<file path="src/rtl/cnn_pkg.sv">
// rtl/cnn_pkg.sv - shared CNN constants, sequencer state encoding and saturating-add helper
package cnn_pkg;

    localparam int DATA_WIDTH     = 16;
    localparam int FC_OUTPUT_SIZE = 10;
    localparam logic [15:0] LOSS_MAX = 16'hFFFF;

    typedef enum logic [1:0] {
        IDLE,
        SCAN,
        DONE,
        WAIT_LOW
    } state_t;

    // Unsigned add that clamps at the all-ones value of a width-bit result.
    function automatic logic [63:0] sat_add(input logic [63:0] a, input logic [63:0] b,
                                            input int width);
        logic [64:0] sum;
        logic [63:0] limit;
        limit = (width >= 64) ? '1 : ((64'd1 << width) - 64'd1);
        sum   = {1'b0, a} + {1'b0, b};
        return (sum > {1'b0, limit}) ? limit : sum[63:0];
    endfunction

endpackage

</file>
<file path="src/rtl/fc_classifier_head.sv">
// rtl/fc_classifier_head.sv - serial argmax / loss / accuracy head behind the FC layer
module fc_classifier_head #(
    parameter int FC_OUTPUT_SIZE = 10,
    parameter int DATA_WIDTH     = 16,
    parameter int CLASS_BITS     = 4,
    parameter int ACC_WIDTH      = 32,
    parameter int CNT_WIDTH      = 16
) (
    input  logic                                 clk,
    input  logic                                 reset,
    input  logic                                 enable,
    input  logic [FC_OUTPUT_SIZE*DATA_WIDTH-1:0] fc_data,
    input  logic [FC_OUTPUT_SIZE-1:0]            label,
    input  logic                                 clear_stats,
    output logic                                 done,
    output logic [CLASS_BITS-1:0]                predicted_class,
    output logic [CLASS_BITS-1:0]                true_class,
    output logic                                 correct,
    output logic [ACC_WIDTH-1:0]                 sample_loss,
    output logic [ACC_WIDTH-1:0]                 batch_loss,
    output logic [CNT_WIDTH-1:0]                 correct_count,
    output logic [CNT_WIDTH-1:0]                 sample_count
);
    import cnn_pkg::*;

    localparam int IDX_W = (FC_OUTPUT_SIZE > 1) ? $clog2(FC_OUTPUT_SIZE) : 1;
    localparam logic [IDX_W-1:0] LAST_IDX = IDX_W'(FC_OUTPUT_SIZE - 1);

    state_t state, state_next;

    logic [DATA_WIDTH-1:0]     fc_mem [FC_OUTPUT_SIZE];
    logic [FC_OUTPUT_SIZE-1:0] label_reg;
    logic [IDX_W-1:0]          idx;
    logic [IDX_W-1:0]          max_idx;
    logic [DATA_WIDTH-1:0]     max_val;
    logic [CLASS_BITS-1:0]     true_scan;
    logic                      true_found;
    logic [ACC_WIDTH-1:0]      loss_acc;

    logic [DATA_WIDTH-1:0]     elem;
    logic [ACC_WIDTH-1:0]      loss_term;
    logic                      sample_correct;
    logic [ACC_WIDTH-1:0]      batch_base, batch_sum;
    logic [CNT_WIDTH-1:0]      cnt_base, cnt_sum;
    logic [CNT_WIDTH-1:0]      corr_base, corr_sum;

    always_ff @(posedge clk) begin
        if (reset) state <= IDLE;
        else       state <= state_next;
    end

    always_comb begin
        state_next = state;
        case (state)
            IDLE:     if (enable) state_next = SCAN;
            SCAN:     if (idx == LAST_IDX) state_next = DONE;
            DONE:     state_next = WAIT_LOW;
            WAIT_LOW: if (!enable) state_next = IDLE;
            default:  state_next = IDLE;
        endcase
    end

    // A clear coinciding with DONE restarts the statistics from this sample alone.
    always_comb begin
        elem           = fc_mem[idx];
        loss_term      = ACC_WIDTH'(LOSS_MAX - elem);
        sample_correct = true_found && (CLASS_BITS'(max_idx) == true_scan);
        batch_base     = clear_stats ? '0 : batch_loss;
        cnt_base       = clear_stats ? '0 : sample_count;
        corr_base      = clear_stats ? '0 : correct_count;
        batch_sum      = ACC_WIDTH'(sat_add(64'(batch_base), 64'(loss_acc), ACC_WIDTH));
        cnt_sum        = CNT_WIDTH'(sat_add(64'(cnt_base), 64'd1, CNT_WIDTH));
        corr_sum       = CNT_WIDTH'(sat_add(64'(corr_base), {63'd0, sample_correct}, CNT_WIDTH));
    end

    always_ff @(posedge clk) begin
        if (reset) begin
            for (int i = 0; i < FC_OUTPUT_SIZE; i++) fc_mem[i] <= '0;
            label_reg       <= '0;
            idx             <= '0;
            max_idx         <= '0;
            max_val         <= '0;
            true_scan       <= '0;
            true_found      <= 1'b0;
            loss_acc        <= '0;
            done            <= 1'b0;
            predicted_class <= '0;
            true_class      <= '0;
            correct         <= 1'b0;
            sample_loss     <= '0;
            batch_loss      <= '0;
            correct_count   <= '0;
            sample_count    <= '0;
        end else begin
            done <= 1'b0;
            if (clear_stats && state != DONE) begin
                batch_loss    <= '0;
                correct_count <= '0;
                sample_count  <= '0;
            end
            case (state)
                IDLE: begin
                    if (enable) begin
                        for (int i = 0; i < FC_OUTPUT_SIZE; i++)
                            fc_mem[i] <= fc_data[i*DATA_WIDTH +: DATA_WIDTH];
                        label_reg  <= label;
                        idx        <= '0;
                        max_idx    <= '0;
                        max_val    <= fc_data[DATA_WIDTH-1:0];
                        true_scan  <= '1;
                        true_found <= 1'b0;
                        loss_acc   <= '0;
                    end
                end
                SCAN: begin
                    if (elem > max_val) begin
                        max_val <= elem;
                        max_idx <= idx;
                    end
                    if (label_reg[idx]) begin
                        loss_acc <= loss_acc + loss_term;
                        if (!true_found) begin
                            true_scan  <= CLASS_BITS'(idx);
                            true_found <= 1'b1;
                        end
                    end
                    idx <= idx + 1'b1;
                end
                DONE: begin
                    done            <= 1'b1;
                    predicted_class <= CLASS_BITS'(max_idx);
                    true_class      <= true_scan;
                    correct         <= sample_correct;
                    sample_loss     <= loss_acc;
                    batch_loss      <= batch_sum;
                    correct_count   <= corr_sum;
                    sample_count    <= cnt_sum;
                end
                default: ;
            endcase
        end
    end

endmodule

</file>
<file path="config.mk">
export PLATFORM = sky130hd
export DESIGN_NAME = fc_classifier_head
export DESIGN_NICKNAME = d
export VERILOG_FILES = /design/src/rtl/cnn_pkg.sv /design/src/rtl/fc_classifier_head.sv
export SDC_FILE = /design/constraint.sdc
export NUM_CORES = 1
export LEC_CHECK = 0
export BUFFER_PORTS_ARGS = -buffer_cell sky130_fd_sc_hd__clkbuf_2
export CORE_MARGIN = 10
export CORE_UTILIZATION = 58
export DETAILED_ROUTE_END_ITERATION = 8
export HOLD_SLACK_MARGIN = 0.08
export PLACE_DENSITY = 0.93
export SLEW_MARGIN = 20
export SYNTH_ARGS = -nofsm -noshare
export SYNTH_HDL_FRONTEND = slang
export SYNTH_SLANG_ARGS = --single-unit
</file>
<file path="constraint.sdc">
create_clock -name clk -period 6 [get_ports clk]
set_clock_uncertainty 0.1 [all_clocks]
set_input_delay 0.6 -clock clk [delete_from_list [all_inputs] [get_ports clk]]
set_output_delay 0.6 -clock clk [all_outputs]
set_load 0.1 [all_outputs]
</file>
==> metrics <==
status finished, final reports clean; vias per cell 6.213; switching part of the total power 41.38%; setup_tns 0 ns; Power Density between 400 and 500 nW/µm²; Die W 195.6 µm; DR vias 14,960; Most flops, register fc_mem; initial antenna violation count 0; min-delay src label[1]; site row count 64; logic gate share of total power 41.3%; Antenna Nets Post-Route 0; Placement Cell Area 19,470 µm²; TritonCTS clock tree done; Inserted Clock Buffers 36; core area 30,510 µm²; Slew headroom 28.88%; num ports 280; cell taking the most area after synthesis edfxtp_1; layout cells sized above 1 19.63%; Worst EP required 6.30 ns; P_leak 9.007 nW; Psw between 3 and 4 mW; critical path class flop to flop; maximum VDD drop 304.2 µV; WL per Instance 21.21 µm; Synth area leaders edfxtp_1 (27%), dfxtp_1 (20%), and3_1 (6.2%); final net count 2,239; Finished Cell Area 20,590 µm²; H-Tree Depth 2; Synth top cells by count dfxtp_1 (183), and3_1 (178), edfxtp_1 (160); max reg flops 160; crit share post-route 83.36%; minimum clock period 5.002 ns; post-synthesis average cell area 10.06 µm²; placer congestion estimate 0.9161; syn nets roughly 2,000; Bufs on Longest Clock Path 3; Synth-to-Final Area Change 15.12%; gr ovfl total 0; clk root buf clkbuf_16; Hold Path Class input port to flop; Layout Utilization 67.49%; Seq/Total Area, Yosys 47.34%; Mapped Area ~18,000 µm²; CP endpoint kind flop; EDFF count, synth 160; Fin. Hold Viols 0; asr flop ratio synth 0%; crit start category flop; Final Max Slew Viols 0; setup bufs post-CTS 0; hold buffers post-CTS 0; Die H just under 200 µm; #FFs+latches synth 343; largest net degree at the start of global routing 140; Resize count post-CTS 0; Initial Util around three fifths; Iter 0 DRT Violations between 1,000 and 1,500; Worst Path Arrival 5.30 ns; Cell variety after synth between 70 and 80; First-pass DRT Iterations 6; Sink Count 343; I/O Buffers 279; Ys Warns 0; Routed WL 51,070 µm; top-count cell post-synth dfxtp_1; actual slew at the worst max-slew pin 1.063 ns; Setup Viol. Count Final 0; DRC Markers 0; Filler Cell Count 2,185; Clk pwr share 22.6%; Int Power 5.534 mW; unrepaired setup endpoints after global routing false; Crit Path Max Fanout 19; vias in the first global route 14,680; DP HPWL 37,230 µm; Clk Latency, worst-skew pair 0.53 ns; Ant. Diodes 0; Reg clk slew, reported paths 0.06 ns; Syn Inst Count 1,778; Flop pwr share 36.1%; full die area 38,260 µm²; maxcap violations 0; first-pass GRT wire length 79,790 µm; top cell type's share of synthesized area 26.86%; FMAX 199.9 MHz; ys flop type dfxtp_1; Global Route Usage Sum between 20% and 30%; reg-to-reg slack, setup between 0.9 and 1 ns
==> layout by cell type, fill, tap and decap left out, drive strengths merged, types with 12 or more instances in the layout <==
cell	n
xnor2	23
nor2b	80
inv	59
clkbuf	325
and3	178
a211oi	42
nand2	89
nor3	23
ha	74
nand4	12
nor2	133
a31oi	14
o21ai	109
dfxtp	183
nand3	36
mux4	34
o21a	16
a21oi	131
a22oi	12
nand2b	19
xor2	20
a21o	23
buf	17
mux2i	78
edfxtp	160
==> stage by stage <==
| step | worst slack [ns] | std cells | power [mW] | hold WS [ns] |
|---|---|---|---|---|
| 2_1_floorplan | 0.7487 | 1778 | 6.408 | 0.3331 |
| 3_3_place_gp | 1.261 | 2347 | 7.115 | 0.3414 |
| 3_5_place_dp | 1.033 | 2347 | 7.279 | 0.3487 |
| 4_1_cts | 1.016 | 2408 | 9.426 | 0.1965 |
| 5_1_grt | 0.6293 | 2408 | 9.924 | 0.2156 |
| 6_report | 0.9982 | 2408 | 9.441 | 0.2086 |
==> worst paths after layout <==
kind	endpoint	cells past startpoint
setup reg to reg	loss_acc[26]	17
setup / recovery	loss_acc[26]	17
hold reg to reg	label_reg[8]	2
hold / removal	label_reg[1]	3
==> routing by layer <==
layer,vias up,share of wire [%],GRT usage (%)
met4,0,4.5,11.60
met1,7013,38,30.63
li1,6970,-,-
met3,151,9.3,5.858
met2,828,48,42.93
met5,-,0,0
==> area by class of cell <==
cell class / instances / area [µm²] / share of cell area [%]
multi-input cells: 1256 / 8758 / 42.54
clock inverters: 14 / 92.59 / 0.4497
flip-flops and latches: 343 / 8472 / 41.14
inverters: 57 / 216.5 / 1.051
clock buffers: 47 / 1025 / 4.977
repair buffers: 295 / 1531 / 7.438
well taps: 396 / 495.5 / 2.406
==> cells by family (layout without fill, tap and decap cells) <==
| group | after synthesis | in the layout | share of synthesized area (%) |
|---|---|---|---|
| buffers and inverters | 179 | 413 | 3.924 |
| AOI/OAI and AO/OA | 416 | 416 | 14.55 |
| xor gates and xnor gates | 43 | 43 | 2.105 |
| DFF | 343 | 343 | 47.34 |
| and+or+nand+nor | 607 | 607 | 17.91 |
| adders and majority gates | 76 | 76 | 5.400 |
| muxes | 114 | 114 | 8.772 |
==> worst max-delay path, stage by stage (launching register included) <==
cell and delay, ns:
dfxtp_4 0.52, buf_4 0.39, buf_4 0.39, mux4_2 0.56, nor2b_1 0.16, a211oi_1 0.27
a21oi_1 0.13, inv_1 0.12, ha_1 0.28, a21o_1 0.21, a21o_1 0.17, a22o_1 0.22
a31oi_1 0.36, o31ai_1 0.14, a21o_1 0.29, nand4_1 0.20, nor4_1 0.06, or3_1 0.31
==> power groups by stage <==
stage	Sequential, mW	Combinational [mW]	Clock (mW)
after detailed placement	3.43	3.85	0
final	3.41	3.90	2.14
after global routing	3.45	4.23	2.25
after CTS	3.40	3.87	2.16
after floorplan	4.07	2.33	0
after global placement	3.40	3.72	0
(Power assumes the default switching activity.)
